**config.mk**
```make
export PLATFORM = sky130hd
export DESIGN_NAME = event_stream_packetizer
export DESIGN_NICKNAME = d
export VERILOG_FILES = /design/src/rtl/radiation_pkg.sv /design/src/rtl/event_fifo.sv /design/src/rtl/event_stream_packetizer.sv
export SDC_FILE = /design/constraint.sdc
export NUM_CORES = 1
export LEC_CHECK = 0
export BUFFER_PORTS_ARGS = -buffer_cell sky130_fd_sc_hd__buf_2
export CAP_MARGIN = 20
export CORE_ASPECT_RATIO = 0.75
export CORE_MARGIN = 5
export CORE_UTILIZATION = 35
export DETAILED_ROUTE_END_ITERATION = 12
export PLACE_DENSITY = 0.54
export SLEW_MARGIN = 20
export SYNTH_ARGS = -nofsm -noshare
export SYNTH_HDL_FRONTEND = slang
export SYNTH_SLANG_ARGS = --single-unit
```
**constraint.sdc**
```tcl
create_clock -name clk -period 4.1 [get_ports clk]
set_input_delay 0.615 -clock clk [delete_from_list [all_inputs] [get_ports clk]]
set_output_delay 0.615 -clock clk [all_outputs]
set_load 0.01 [all_outputs]
```
**src/rtl/radiation_pkg.sv**
```systemverilog
`default_nettype none
//==============================================================================
// Package  : radiation_pkg
// Brief    : Shared packet framing constants, FSM state type and header builder.
// Revision : 1.0
//==============================================================================
package radiation_pkg;

   localparam int MAGIC_W = 16;
   localparam int SEQ_W   = 8;
   localparam int LEN_W   = 8;
   localparam int HDR_W   = MAGIC_W + SEQ_W + LEN_W;

   localparam logic [MAGIC_W-1:0] PKT_MAGIC = 16'hD5A5;

   typedef enum logic [1:0] {
      IDLE    = 2'd0,
      HEADER  = 2'd1,
      PAYLOAD = 2'd2,
      TRAILER = 2'd3
   } pkt_state_t;

   function automatic logic [HDR_W-1:0] make_header(input logic [SEQ_W-1:0] seq,
                                                    input logic [LEN_W-1:0] len);
      return {PKT_MAGIC, seq, len};
   endfunction

endpackage
`default_nettype wire

```
**src/rtl/event_fifo.sv**
```systemverilog
`default_nettype none
//==============================================================================
// Module   : event_fifo
// Brief    : Synchronous FIFO with occupancy count; read data is the head entry
//            presented combinationally (no output register).
// Revision : 1.0
//==============================================================================
module event_fifo #(
   parameter int DEPTH = 16,
   parameter int WIDTH = 32
) (
   input  logic                   clk,
   input  logic                   rst_n,
   input  logic                   i_push,
   input  logic [WIDTH-1:0]       i_wdata,
   input  logic                   i_pop,
   output logic [WIDTH-1:0]       o_rdata,
   output logic                   o_full,
   output logic                   o_empty,
   output logic [$clog2(DEPTH):0] o_level
);

   localparam int AW = $clog2(DEPTH);

   logic [WIDTH-1:0] r_mem [DEPTH];
   logic [AW-1:0]    r_wr_ptr;
   logic [AW-1:0]    r_rd_ptr;
   logic [AW:0]      r_level;
   logic             w_do_push;
   logic             w_do_pop;

   assign o_full    = (r_level == (AW+1)'(DEPTH));
   assign o_empty   = (r_level == '0);
   assign w_do_push = i_push && !o_full;
   assign w_do_pop  = i_pop && !o_empty;
   assign o_rdata   = r_mem[r_rd_ptr];
   assign o_level   = r_level;

   always_ff @(posedge clk) begin
      if (w_do_push) begin
         r_mem[r_wr_ptr] <= i_wdata;
      end
   end

   // Pointers wrap naturally because DEPTH is a power of two.
   always_ff @(posedge clk or negedge rst_n) begin
      if (!rst_n) begin
         r_wr_ptr <= '0;
         r_rd_ptr <= '0;
         r_level  <= '0;
      end else begin
         if (w_do_push) r_wr_ptr <= r_wr_ptr + 1'b1;
         if (w_do_pop)  r_rd_ptr <= r_rd_ptr + 1'b1;
         case ({w_do_push, w_do_pop})
            2'b10:   r_level <= r_level + 1'b1;
            2'b01:   r_level <= r_level - 1'b1;
            default: r_level <= r_level;
         endcase
      end
   end

endmodule
`default_nettype wire

```
**src/rtl/event_stream_packetizer.sv**
```systemverilog
`default_nettype none
//==============================================================================
// Module   : event_stream_packetizer
// Brief    : Buffers AXI-Stream event words and emits framed packets
//            (header + up to PKT_LEN events); optional trailer word when the
//            PKT_TRAILER_EN macro is defined.
// Revision : 1.0
//==============================================================================
module event_stream_packetizer #(
   parameter int DATA_WIDTH     = 32,
   parameter int FIFO_DEPTH     = 16,
   parameter int PKT_LEN        = 8,
   parameter int TIMEOUT_CYCLES = 100000
) (
   input  logic                         clk,
   input  logic                         rst_n,
   input  logic                         enable,
   input  logic                         flush,
   input  logic [DATA_WIDTH-1:0]        s_axis_tdata,
   input  logic                         s_axis_tvalid,
   output logic                         s_axis_tready,
   output logic [DATA_WIDTH-1:0]        m_axis_tdata,
   output logic                         m_axis_tvalid,
   input  logic                         m_axis_tready,
   output logic                         m_axis_tlast,
   output logic [$clog2(FIFO_DEPTH):0]  fifo_level,
   output logic [15:0]                  pkt_count
);

   import radiation_pkg::*;

   localparam int                TMR_W   = $clog2(TIMEOUT_CYCLES + 1);
   localparam logic [TMR_W-1:0]  TMR_MAX = TMR_W'(TIMEOUT_CYCLES);
`ifdef PKT_TRAILER_EN
   localparam logic              PAYLOAD_LAST = 1'b0;
`else
   localparam logic              PAYLOAD_LAST = 1'b1;
`endif

   pkt_state_t            r_state;
   logic [SEQ_W-1:0]      r_seq;
   logic [LEN_W-1:0]      r_left;
   logic [TMR_W-1:0]      r_timer;
   logic                  r_flush_pending;

   logic [DATA_WIDTH-1:0] w_fifo_rdata;
   logic                  w_fifo_full;
   logic                  w_fifo_empty;
   logic                  w_push;
   logic                  w_pop;
   logic                  w_accept;
   logic                  w_start;
   logic [LEN_W-1:0]      w_len;

   assign s_axis_tready = !w_fifo_full;
   assign w_push        = s_axis_tvalid && !w_fifo_full;
   assign w_accept      = m_axis_tvalid && m_axis_tready;
   // r_left counts payload words not yet loaded into the output register.
   assign w_pop   = w_accept && ((r_state == HEADER) || ((r_state == PAYLOAD) && (r_left != '0)));
   assign w_len   = (int'(fifo_level) >= PKT_LEN) ? LEN_W'(PKT_LEN) : LEN_W'(fifo_level);
   assign w_start = enable && !w_fifo_empty &&
                    ((int'(fifo_level) >= PKT_LEN) || (r_timer == TMR_MAX) || r_flush_pending);

   event_fifo #(
      .DEPTH (FIFO_DEPTH),
      .WIDTH (DATA_WIDTH)
   ) u_fifo (
      .clk     (clk),
      .rst_n   (rst_n),
      .i_push  (w_push),
      .i_wdata (s_axis_tdata),
      .i_pop   (w_pop),
      .o_rdata (w_fifo_rdata),
      .o_full  (w_fifo_full),
      .o_empty (w_fifo_empty),
      .o_level (fifo_level)
   );

   always_ff @(posedge clk or negedge rst_n) begin
      if (!rst_n) begin
         r_state         <= IDLE;
         r_seq           <= '0;
         r_left          <= '0;
         r_timer         <= '0;
         r_flush_pending <= 1'b0;
         m_axis_tvalid   <= 1'b0;
         m_axis_tlast    <= 1'b0;
         m_axis_tdata    <= '0;
         pkt_count       <= '0;
      end else begin
         if (flush)        r_flush_pending <= 1'b1;
         if (w_fifo_empty) r_timer         <= '0;

         case (r_state)
            IDLE: begin
               if (w_start) begin
                  r_state         <= HEADER;
                  r_left          <= w_len;
                  r_timer         <= '0;
                  r_flush_pending <= 1'b0;
                  m_axis_tvalid   <= 1'b1;
                  m_axis_tlast    <= 1'b0;
                  m_axis_tdata    <= DATA_WIDTH'(make_header(r_seq, w_len));
               end else if (w_fifo_empty) begin
                  r_flush_pending <= 1'b0;
               end else if (r_timer != TMR_MAX) begin
                  r_timer <= r_timer + 1'b1;
               end
            end

            HEADER: begin
               if (w_accept) begin
                  r_state      <= PAYLOAD;
                  r_seq        <= r_seq + 1'b1;
                  r_left       <= r_left - 1'b1;
                  m_axis_tdata <= w_fifo_rdata;
                  m_axis_tlast <= PAYLOAD_LAST && (r_left == LEN_W'(1));
               end
            end

            PAYLOAD: begin
               if (w_accept) begin
                  if (r_left != '0) begin
                     r_left       <= r_left - 1'b1;
                     m_axis_tdata <= w_fifo_rdata;
                     m_axis_tlast <= PAYLOAD_LAST && (r_left == LEN_W'(1));
                  end else begin
`ifdef PKT_TRAILER_EN
                     r_state      <= TRAILER;
                     m_axis_tdata <= DATA_WIDTH'({pkt_count, 16'(fifo_level)});
                     m_axis_tlast <= 1'b1;
`else
                     r_state       <= IDLE;
                     m_axis_tvalid <= 1'b0;
                     m_axis_tlast  <= 1'b0;
                     pkt_count     <= pkt_count + 1'b1;
`endif
                  end
               end
            end

`ifdef PKT_TRAILER_EN
            TRAILER: begin
               if (w_accept) begin
                  r_state       <= IDLE;
                  m_axis_tvalid <= 1'b0;
                  m_axis_tlast  <= 1'b0;
                  pkt_count     <= pkt_count + 1'b1;
               end
            end
`endif

            default: r_state <= IDLE;
         endcase
      end
   end

endmodule
`default_nettype wire

```
==> results.yml, run 1 <==
global_route:
  grt_max_degree: 67
  grt_pass1_wl_mm: 89.1
  grt_util_all_layers_pct: 15.8
  grt_pass1_vias: 13450
  overflow: 0
  antenna_found_initial: 2
critical_path:
  cp_num_cells: 13
  crit_slowest_cell: "dfrtp_1"
  cp_common_cell: "ha_1"
  required_ns: 4.59
  crit_chain: "inv_1 > ha_1 > nor3b_2 > a21boi_0 > o211a_1 > ha_1 > xor2_1 > ha_1 > o211ai_1 > a21oi_1 > a31oi_1 > nor2_1 > xor2_1"
  cp.arrival_ns: 3.75
  worst-path-buf-inv: 1
  crit_fanout: 8
  slowest_delay_ns: 0.43
  crit_path_end_kind: "flip-flop"
  path_class: "reg -> reg"
  crit_family: "compound AO/OA/AOI/OAI gates"
  worst_r2r_path_depth: 13
  critPathLaunchType: "flip-flop"
clocking:
  clkTransAtPathRegs_ns: 0.06
  clkLatencyLatePin_ns: 0.61
  cts_tree: "done"
  post-cts-setup-buffer-count: 0
  clockRootBuffer: "clkbuf_16"
  clk_path_buf_depth: 3
  cts_made_buffers: 59
  h-tree-depth: 2
  cts_sinks: 611
worst_hold_path:
  min_delay_path_depth: 3
  hp-class: "in -> reg"
place:
  numPortBuffers: 93
  dp_slack_ns: 0.940
  gp_congestion: 0.755
  dp_hpwl_mm: 35.2
  dp.cells: 2381
timing:
  fmaxAchievable_mhz: 307
  whs_ns: 0.274
  fin_worst_skew_ns: 0.0130
  tns_ns: 0
  slew_headroom_pct: 42.4
  worst_slack_ns: 0.840
  finalHoldViolCount: 0
  finalCriticalPeriod_ns: 3.26
  tightest_slew_ns: 0.857
  rsz0062_at_grt: "false"
  setup_violations: 0
  finalCritPeriodShare_pct: 79.5
  drv_slew: 0
power_and_ir_drop:
  peakVddDrop_uv: 406
  power_mw: 20.1
  leakagePower_nw: 9.84
  p_per_area_mw_per_mm2: 707
die:
  die_area_sq_mm: 0.0755
  start_util_pct: 35.1
  num_io_pins: 94
  coreArea_sq_mm: 0.0698
  die_h_um: 239
  fp.dieW_um: 316
  rows: 84
detailed_routing:
  dr.pass1.iters: 5
  drcViolationCount: 0
  ant_nets: 0
  drt-total-wl_mm: 59.9
  routedWlPerCell_um: 24.0
  num_vias: 13101
  drt_iter0_markers: 1247
  via_per_inst: 5.26
logic_synthesis:
  synth_edf_count: 512
  synth_seq_cells: 611
  synth_area_per_cell_sq_um: 17.9
  yosysTopAreaCell: "edfxtp_1"
  synth_top_area_share_pct: 62.7
  ys.flop_type: "edfxtp_1"
  yosysSeqAreaShare_pct: 72.9
  mappedNetlistNets: 1430
  ys.warnings.count: 0
  synth_area_sq_mm: 0.0245
  async_flop_share_pct: 16.2
  synthTopCellsByArea: "edfxtp_1 63%, dfrtp_1 10%, mux4_2 7.8%, mux2i_1 2.8%, a221oi_1 1.4%"
  synth_cells: 1371
  yosys.cell_types.count: 60
finish:
  area_delta_synth_final_pct: 16.1
  fillCellCount: 6343
  final_cell_count_no_fill: 2493
  num-nets-final: 1556
  diodes: 0
  final_layout_size_suffix_gt1_share_pct: 25.5
outcome:
  status: "finished, final reports clean"
job:
  drv_cap: 0
==> worst min-delay path, cell delays in order <==
cell and delay, ns:
buf_2 0.11, nor2_1 0.08, a21oi_1 0.05
==> final timing paths <==
kind	startpoint	end	slack [ns]
worst min-delay path	flush	r_flush_pending$_DFF_PN0_	0.27
worst max register to register	r_left[1]$_DFFE_PN0P_	u_fifo.o_level[4]$_DFFE_PN0P_	0.84
worst min register to register	pkt_count[15]$_DFFE_PN0P_	pkt_count[15]$_DFFE_PN0P_	0.47
min in group asynchronous	rst_n	m_axis_tdata[23]$_DFFE_PN0P_	0.56
worst max-delay path	r_left[1]$_DFFE_PN0P_	u_fifo.o_level[4]$_DFFE_PN0P_	0.84
max in group asynchronous	rst_n	u_fifo.r_rd_ptr[1]$_DFFE_PN0P_	2.72
==> area by class of cell <==
type	instances	area, sq um	area share [%]
multi-input cells	670	6350	22.3
inverters	16	60.1	0.211
repair buffers	139	953	3.35
clock inverters	32	390	1.37
well taps	946	1180	4.16
clock buffers	79	1640	5.78
flip-flops and latches	611	17900	62.8
==> cell usage in the layout (no fill, tap or decap), types with 11 or more instances in the layout <==
cell type / count
dfrtp_1: 97
clkbuf_1: 13
buf_12: 11
buf_2: 92
mux2_2: 26
a22o_1: 16
nand3_1: 29
xnor2_1: 28
xor2_1: 11
inv_1: 14
nand4_1: 20
nand2_1: 53
o21ai_0: 53
clkbuf_16: 61
a221oi_1: 38
buf_4: 35
edfxtp_1: 512
ha_1: 21
nor2_4: 12
nor3_1: 23
mux2_4: 21
mux2i_1: 69
mux4_2: 85
and3_1: 11
nor2_1: 39
a22oi_1: 13
a21oi_1: 18
==> where the power goes <==
group | leakage, nW | total, mW | switching (mW) | internal, mW
clock | 0.984 | 5.69 | 2.36 | 3.33
sequential | 5.89 | 8.19 | 0.607 | 7.58
combinational | 2.97 | 6.23 | 3.57 | 2.67
total | 9.84 | 20.1 | 6.53 | 13.6
==> layer usage <==
layer	vias to the layer above	wire (um)	global-route usage, %
met5	-	25	0
met4	4	923	2.89
met3	75	3240	2.81
met2	317	27200	24.3
met1	6960	28600	23.8
li1	5745	-	-
==> cell families (layout without fill, tap and decap cells) <==
family | count (synthesis) | in the layout | synth area share [%]
AOI/OAI and AO/OA | 178 | 178 | 5.06
xor gates and xnor gates | 39 | 39 | 1.39
adders and majority gates | 21 | 21 | 1.07
buffers and inverters | 90 | 266 | 1.75
DFF | 611 | 611 | 72.9
muxes | 201 | 201 | 13.1
and+or+nand+nor | 231 | 231 | 4.76
==> through the flow <==
step           utilization (%)  instance area (sq um)
2_1_floorplan                -                  24500
3_3_place_gp              37.8                  26400
3_5_place_dp              37.8                  26400
4_1_cts                   40.7                  28400
5_1_grt                   40.7                  28400
6_report                  40.7                  28400
==> state kept, by name, summed over array words and instances (netlist names), 2 cells and up <==
name	cells
u_fifo.r_mem	512
r_timer	17
r_state	2
u_fifo.o_level	5
pkt_count	16
u_fifo.r_wr_ptr	4
r_seq	8
r_left	8
m_axis_tdata	32
u_fifo.r_rd_ptr	4
==> synth_stat cells (all sizes together), types with 2 or more instances <==
master and n:
ha 21, or3 2, a31oi 10, and3 11, nor4 4, clkbuf 32
or4 2, nand4 20, clkinv 2, nand2b 6, o31ai 6, xor2 11
a221oi 38, buf 42, a22o 16, inv 14, nor4b 3, o22a 2
mux4 85, and4 5, edfxtp 512, a211oi 4, a22oi 13, nor2b 2
nor2 54, o211ai 2, nor3 27, dfrtp 99, mux2i 69, o221ai 2
xnor2 28, mux2 47, o21ai 58, nand2 53, nand3 29, a21oi 18
and2 8
==> what timing repair did <==
action	4_1_cts	5_1_grt
endpoints found under the hold margin	12	0
resized for setup	0	0
hold buffers	1	0
Power figures use the tool's default switching activity.
==> inputs of run 2 (changes only) <==
--- a/config.mk
+++ b/config.mk
@@ -11,7 +11,7 @@
 export CORE_MARGIN = 5
 export CORE_UTILIZATION = 35
 export DETAILED_ROUTE_END_ITERATION = 12
-export PLACE_DENSITY = 0.54
+export PLACE_DENSITY = 0.52
 export SLEW_MARGIN = 20
 export SYNTH_ARGS = -nofsm -noshare
 export SYNTH_HDL_FRONTEND = slang
==> constraint.sdc (replaced) <==
create_clock -name clk -period 3.2 [get_ports clk]
set_input_delay 0.48 -clock clk [delete_from_list [all_inputs] [get_ports clk]]
set_output_delay 0.48 -clock clk [all_outputs]
set_load 0.01 [all_outputs]
==> results.yml, run 2 (same netlist as run 1, synthesis figures left out) <==
finish:
  diodes: 0
  regMostFlops: "u_fifo.r_mem"
  final_cell_count_no_fill: 2514
  area_delta_synth_final_pct: 16.4
  num-nets-final: 1577
  top_regs: "u_fifo.r_mem (512), m_axis_tdata (32), r_timer (17)"
  layout_commonest_cell: "edfxtp_1"
  final_layout_size_suffix_gt1_share_pct: 25.8
  largest_reg_flops: 512
  layout_common_cells: "512 x edfxtp_1, 97 x dfrtp_1, 92 x buf_2"
detailed_routing:
  num_vias: 13092
  drt_iter0_markers: 1229
  routedWlPerCell_um: 24.0
  via_per_inst: 5.21
  drt-total-wl_mm: 60.3
  ant_nets: 0
  dr.pass1.iters: 5
  drcViolationCount: 0
die:
  rows: 84
  coreArea_sq_mm: 0.0698
  fp.dieW_um: 316
  start_util_pct: 35.1
  num_io_pins: 94
  die_h_um: 239
  die_area_sq_mm: 0.0755
critical_path:
  crit_path_end_kind: "flip-flop"
  path_class: "reg -> reg"
  crit_fanout: 8
  cp.arrival_ns: 3.40
  required_ns: 3.70
  critPathLaunchType: "flip-flop"
outcome:
  status: "finished, final reports clean"
place:
  numPortBuffers: 93
  dp.cells: 2402
  dp_hpwl_mm: 35.6
  gp_congestion: 0.761
clocking:
  cts_made_buffers: 59
  cts_sinks: 611
  cts_tree: "done"
  h-tree-depth: 2
  clockRootBuffer: "clkbuf_16"
  post-cts-setup-buffer-count: 0
  clkLatencyLatePin_ns: 0.64
  clk_path_buf_depth: 3
  clkTransAtPathRegs_ns: 0.07
job:
  drv_cap: 0
power_and_ir_drop:
  power_mw: 25.7
  leakagePower_nw: 9.92
  p_per_area_mw_per_mm2: 901
  peakVddDrop_uv: 466
global_route:
  grt_pass1_vias: 13235
  grt_pass1_wl_mm: 89.7
  overflow: 0
  antenna_found_initial: 2
  grt_max_degree: 65
  grt_util_all_layers_pct: 15.9
timing:
  rsz0062_at_grt: "false"
  finalCriticalPeriod_ns: 2.90
  tightest_slew_ns: 1.11
  finalHoldViolCount: 0
  setup_violations: 0
  fin_worst_skew_ns: 0.0272
  drv_slew: 0
  finalCritPeriodShare_pct: 90.6
  slew_headroom_pct: 26.0
  fmaxAchievable_mhz: 345
worst_hold_path:
  hp-class: "in -> reg"
run 2: changes by cell type in the layout (fill, tap and decap cells not counted), sizes merged:
cell	before	now
clkinvlp	5	0
clkinv	20	29
clkbuf	79	77
buf	138	159
bufinv	8	6
run 2: what timing repair did:
action / CTS / global route
hold buffers: 1 / 0
hold endpoints to repair: 35 / 0
gates resized for setup: 0 / 1
endpoints found under the setup margin: 0 / 1
run 2: final cells by class:
| cell class | instances | area [sq um] |
|---|---|---|
| Fill cell | 6309 | 41300 |
| Clock buffer | 77 | 1580 |
| Inverter | 16 | 60.1 |
| Tap cell | 946 | 1180 |
| Sequential cell | 611 | 17900 |
| Timing Repair Buffer | 160 | 1120 |
| Multi-Input combinational cell | 670 | 6370 |
| Clock inverter | 34 | 349 |
run 2: critical path: stages, from the launching register on:
cell	delay, ns
dfrtp_1	0.42
inv_1	0.08
ha_1	0.23
nor3b_2	0.17
a21boi_0	0.29
o211a_1	0.22
ha_1	0.34
xor2_1	0.18
ha_1	0.20
nor2b_1	0.14
o21ai_0	0.09
a31oi_1	0.19
nor2_1	0.07
xor2_1	0.14
run 2: where the power goes:
part,internal (mW),switching (mW)
sequential,9.71,0.653
combinational,3.57,4.78
clock,3.97,3.00
total,17.3,8.44
run 2: final timing paths:
check,start,cells after the start,slack (ns),to
min in group asynchronous,rst_n,2,0.42,m_axis_tdata[21]$_DFFE_PN0P_
hold / removal,flush,3,0.15,r_flush_pending$_DFF_PN0_
max in group asynchronous,rst_n,3,1.94,m_axis_tdata[11]$_DFFE_PN0P_
setup / recovery,r_left[0]$_DFFE_PN0P_,13,0.30,u_fifo.o_level[4]$_DFFE_PN0P_
setup reg to reg,r_left[0]$_DFFE_PN0P_,13,0.30,u_fifo.o_level[4]$_DFFE_PN0P_
hold reg to reg,pkt_count[15]$_DFFE_PN0P_,1,0.46,pkt_count[15]$_DFFE_PN0P_
run 2: through the flow:
step                utilization [%]  setup slack [ns]  TNS (ns)  hold WS, ns  cell area, sq um
finish                         40.9             0.302         0        0.152             28500
global route                   40.9            0.0600         0        0.177             28500
CTS                            40.9             0.313         0        0.115             28500
detailed placement             38.1             0.338         0        0.462             26600
global placement               38.1             0.368         0        0.458             26600
floorplan                         -           -0.0335     -2.78        0.184             24500
run 2: routing by layer:
layer	up-vias	GRT usage [%]	wire (um)
li1	5788	-	-
met5	-	0	26
met2	340	24.3	27400
met3	70	2.92	3090
met4	4	3.32	961
met1	6890	24.0	28800
==> inputs of run 3 (changes only) <==
--- a/config.mk
+++ b/config.mk
@@ -7,7 +7,7 @@
 export LEC_CHECK = 0
 export BUFFER_PORTS_ARGS = -buffer_cell sky130_fd_sc_hd__buf_2
 export CAP_MARGIN = 20
-export CORE_ASPECT_RATIO = 0.75
+export CORE_ASPECT_RATIO = 1.5
 export CORE_MARGIN = 5
 export CORE_UTILIZATION = 35
 export DETAILED_ROUTE_END_ITERATION = 12
==> results.yml, run 3 (same netlist as run 1, synthesis figures left out) <==
global_route:
  grt_max_degree: 49
  grt_pass1_vias: 13775
  grt_pass1_wl_mm: 91.7
  overflow: 0
  grt_util_all_layers_pct: 16.2
  antenna_found_initial: 5
finish:
  regMostFlops: "u_fifo.r_mem"
  layout_common_cells: "512 x edfxtp_1, 97 x dfrtp_1, 92 x buf_2"
  largest_reg_flops: 512
  area_delta_synth_final_pct: 16.4
  layout_commonest_cell: "edfxtp_1"
  final_layout_size_suffix_gt1_share_pct: 26.2
  top_regs: "u_fifo.r_mem (512), m_axis_tdata (32), r_timer (17)"
  utilization_pct: 41.2
  fin_area_sq_mm: 0.0285
  num-nets-final: 1576
clocking:
  clkLatencyLatePin_ns: 0.64
  cts_tree: "done"
  cts_made_buffers: 57
  h-tree-depth: 2
  clockRootBuffer: "clkbuf_16"
  cts_sinks: 611
  cts_resized: 0
  clk_path_buf_depth: 3
  clkTransAtPathRegs_ns: 0.07
critical_path:
  crit_fanout: 8
  crit_path_end_kind: "flip-flop"
  critPathLaunchType: "flip-flop"
  required_ns: 3.72
  path_class: "reg -> reg"
  cp.arrival_ns: 3.43
timing:
  tns_ns: 0
  fin_worst_skew_ns: 0.0209
  drv_slew: 0
  finalCritPeriodShare_pct: 90.9
  finalHoldViolCount: 0
  tightest_slew_ns: 0.970
  fmaxAchievable_mhz: 344
  finalCriticalPeriod_ns: 2.91
  slew_headroom_pct: 35.2
  setup_violations: 0
  rsz0062_at_grt: "false"
detailed_routing:
  dr.pass1.iters: 4
  drt_iter0_markers: 900
  drt-total-wl_mm: 61.7
  routedWlPerCell_um: 25.0
  ant_nets: 0
  num_vias: 13026
  via_per_inst: 5.28
  drcViolationCount: 0
die:
  die_area_sq_mm: 0.0755
  rows: 118
  coreArea_sq_mm: 0.0692
  die_h_um: 334
  num_io_pins: 94
  start_util_pct: 35.4
  fp.dieW_um: 226
place:
  dpl_cell_area_sq_mm: 0.0266
  dp_hpwl_mm: 35.5
  gp_congestion: 0.769
  numPortBuffers: 93
power_and_ir_drop:
  p_per_area_mw_per_mm2: 904
  peakVddDrop_uv: 705
  power_mw: 25.8
  leakagePower_nw: 9.90
worst_hold_path:
  hp-class: "in -> reg"
outcome:
  status: "finished, final reports clean"
job:
  drv_cap: 0
-- run 3: changes by cell type in the layout (fill, tap and decap cells not counted), moves of 2 or more --
cell        delta
buf_4          -2
diode_2        +2
clkinvlp_4     +7
clkinv_2       -2
buf_12         +3
clkinv_1       -7
clkbuf_1       -3
clkbuf_16      -2
-- run 3: report_power, final --
part | internal, mW | total [mW] | leakage, nW | switching [mW]
sequential | 9.71 | 10.3 | 5.89 | 0.620
combinational | 3.63 | 8.45 | 3.10 | 4.82
clock | 3.92 | 6.99 | 0.919 | 3.07
-- run 3: critical path, cell delays in order (launching register included) --
cell and delay [ns]:
dfrtp_1 0.43, inv_1 0.09, ha_1 0.23, nor3b_2 0.16, a21boi_0 0.30, o211a_1 0.22, ha_1 0.35, xor2_1 0.12
ha_1 0.22, o211ai_1 0.18, a21oi_1 0.10, a31oi_1 0.17, nor2_1 0.08, xor2_1 0.14
-- run 3: area by class of cell --
type | count | area (sq um)
inverters | 16 | 60.1
flip-flops and latches | 611 | 17900
repair buffers | 161 | 1170
multi-input cells | 670 | 6360
clock inverters | 35 | 399
well taps | 900 | 1130
clock buffers | 73 | 1540
diodes | 2 | 5.00
fillers | 6146 | 40700
-- run 3: what timing repair did --
action | 4_1_cts | 5_1_grt
hold endpoints to repair | 46 | 0
hold buffers | 1 | 0
buffers inserted | 0 | 0
-- run 3: stage by stage --
stage	setup WS [ns]	hold WS (ns)	cells
3_5_place_dp	0.362	0.467	2357
3_3_place_gp	0.399	0.464	2357
6_report	0.290	0.109	2468
5_1_grt	0.00360	0.104	2466
2_1_floorplan	-0.0335	0.184	1371
4_1_cts	0.303	0.0705	2466
-- run 3: final timing paths --
check / from / endpoint / slack, ns / depth (start not counted)
hold reg to reg: r_seq[7]$_DFFE_PN0P_ / r_seq[7]$_DFFE_PN0P_ / 0.48 / 1
hold / removal: flush / r_flush_pending$_DFF_PN0_ / 0.11 / 3
min in group asynchronous: rst_n / m_axis_tdata[18]$_DFFE_PN0P_ / 0.49 / 2
setup reg to reg: r_left[0]$_DFFE_PN0P_ / u_fifo.o_level[4]$_DFFE_PN0P_ / 0.29 / 13
setup / recovery: r_left[0]$_DFFE_PN0P_ / u_fifo.o_level[4]$_DFFE_PN0P_ / 0.29 / 13
max in group asynchronous: rst_n / m_axis_tdata[1]$_DFFE_PN0P_ / 1.83 / 3
-- run 3: per-layer routing --
layer	vias up	part of all wire (%)	wire length, um	track usage, %
met4	4	2.1	1280	3.92
li1	5780	-	-	-
met2	285	52	32100	28.5
met5	-	0.055	34	0
met1	6872	41	25100	20.7
met3	85	5.1	3150	3.19
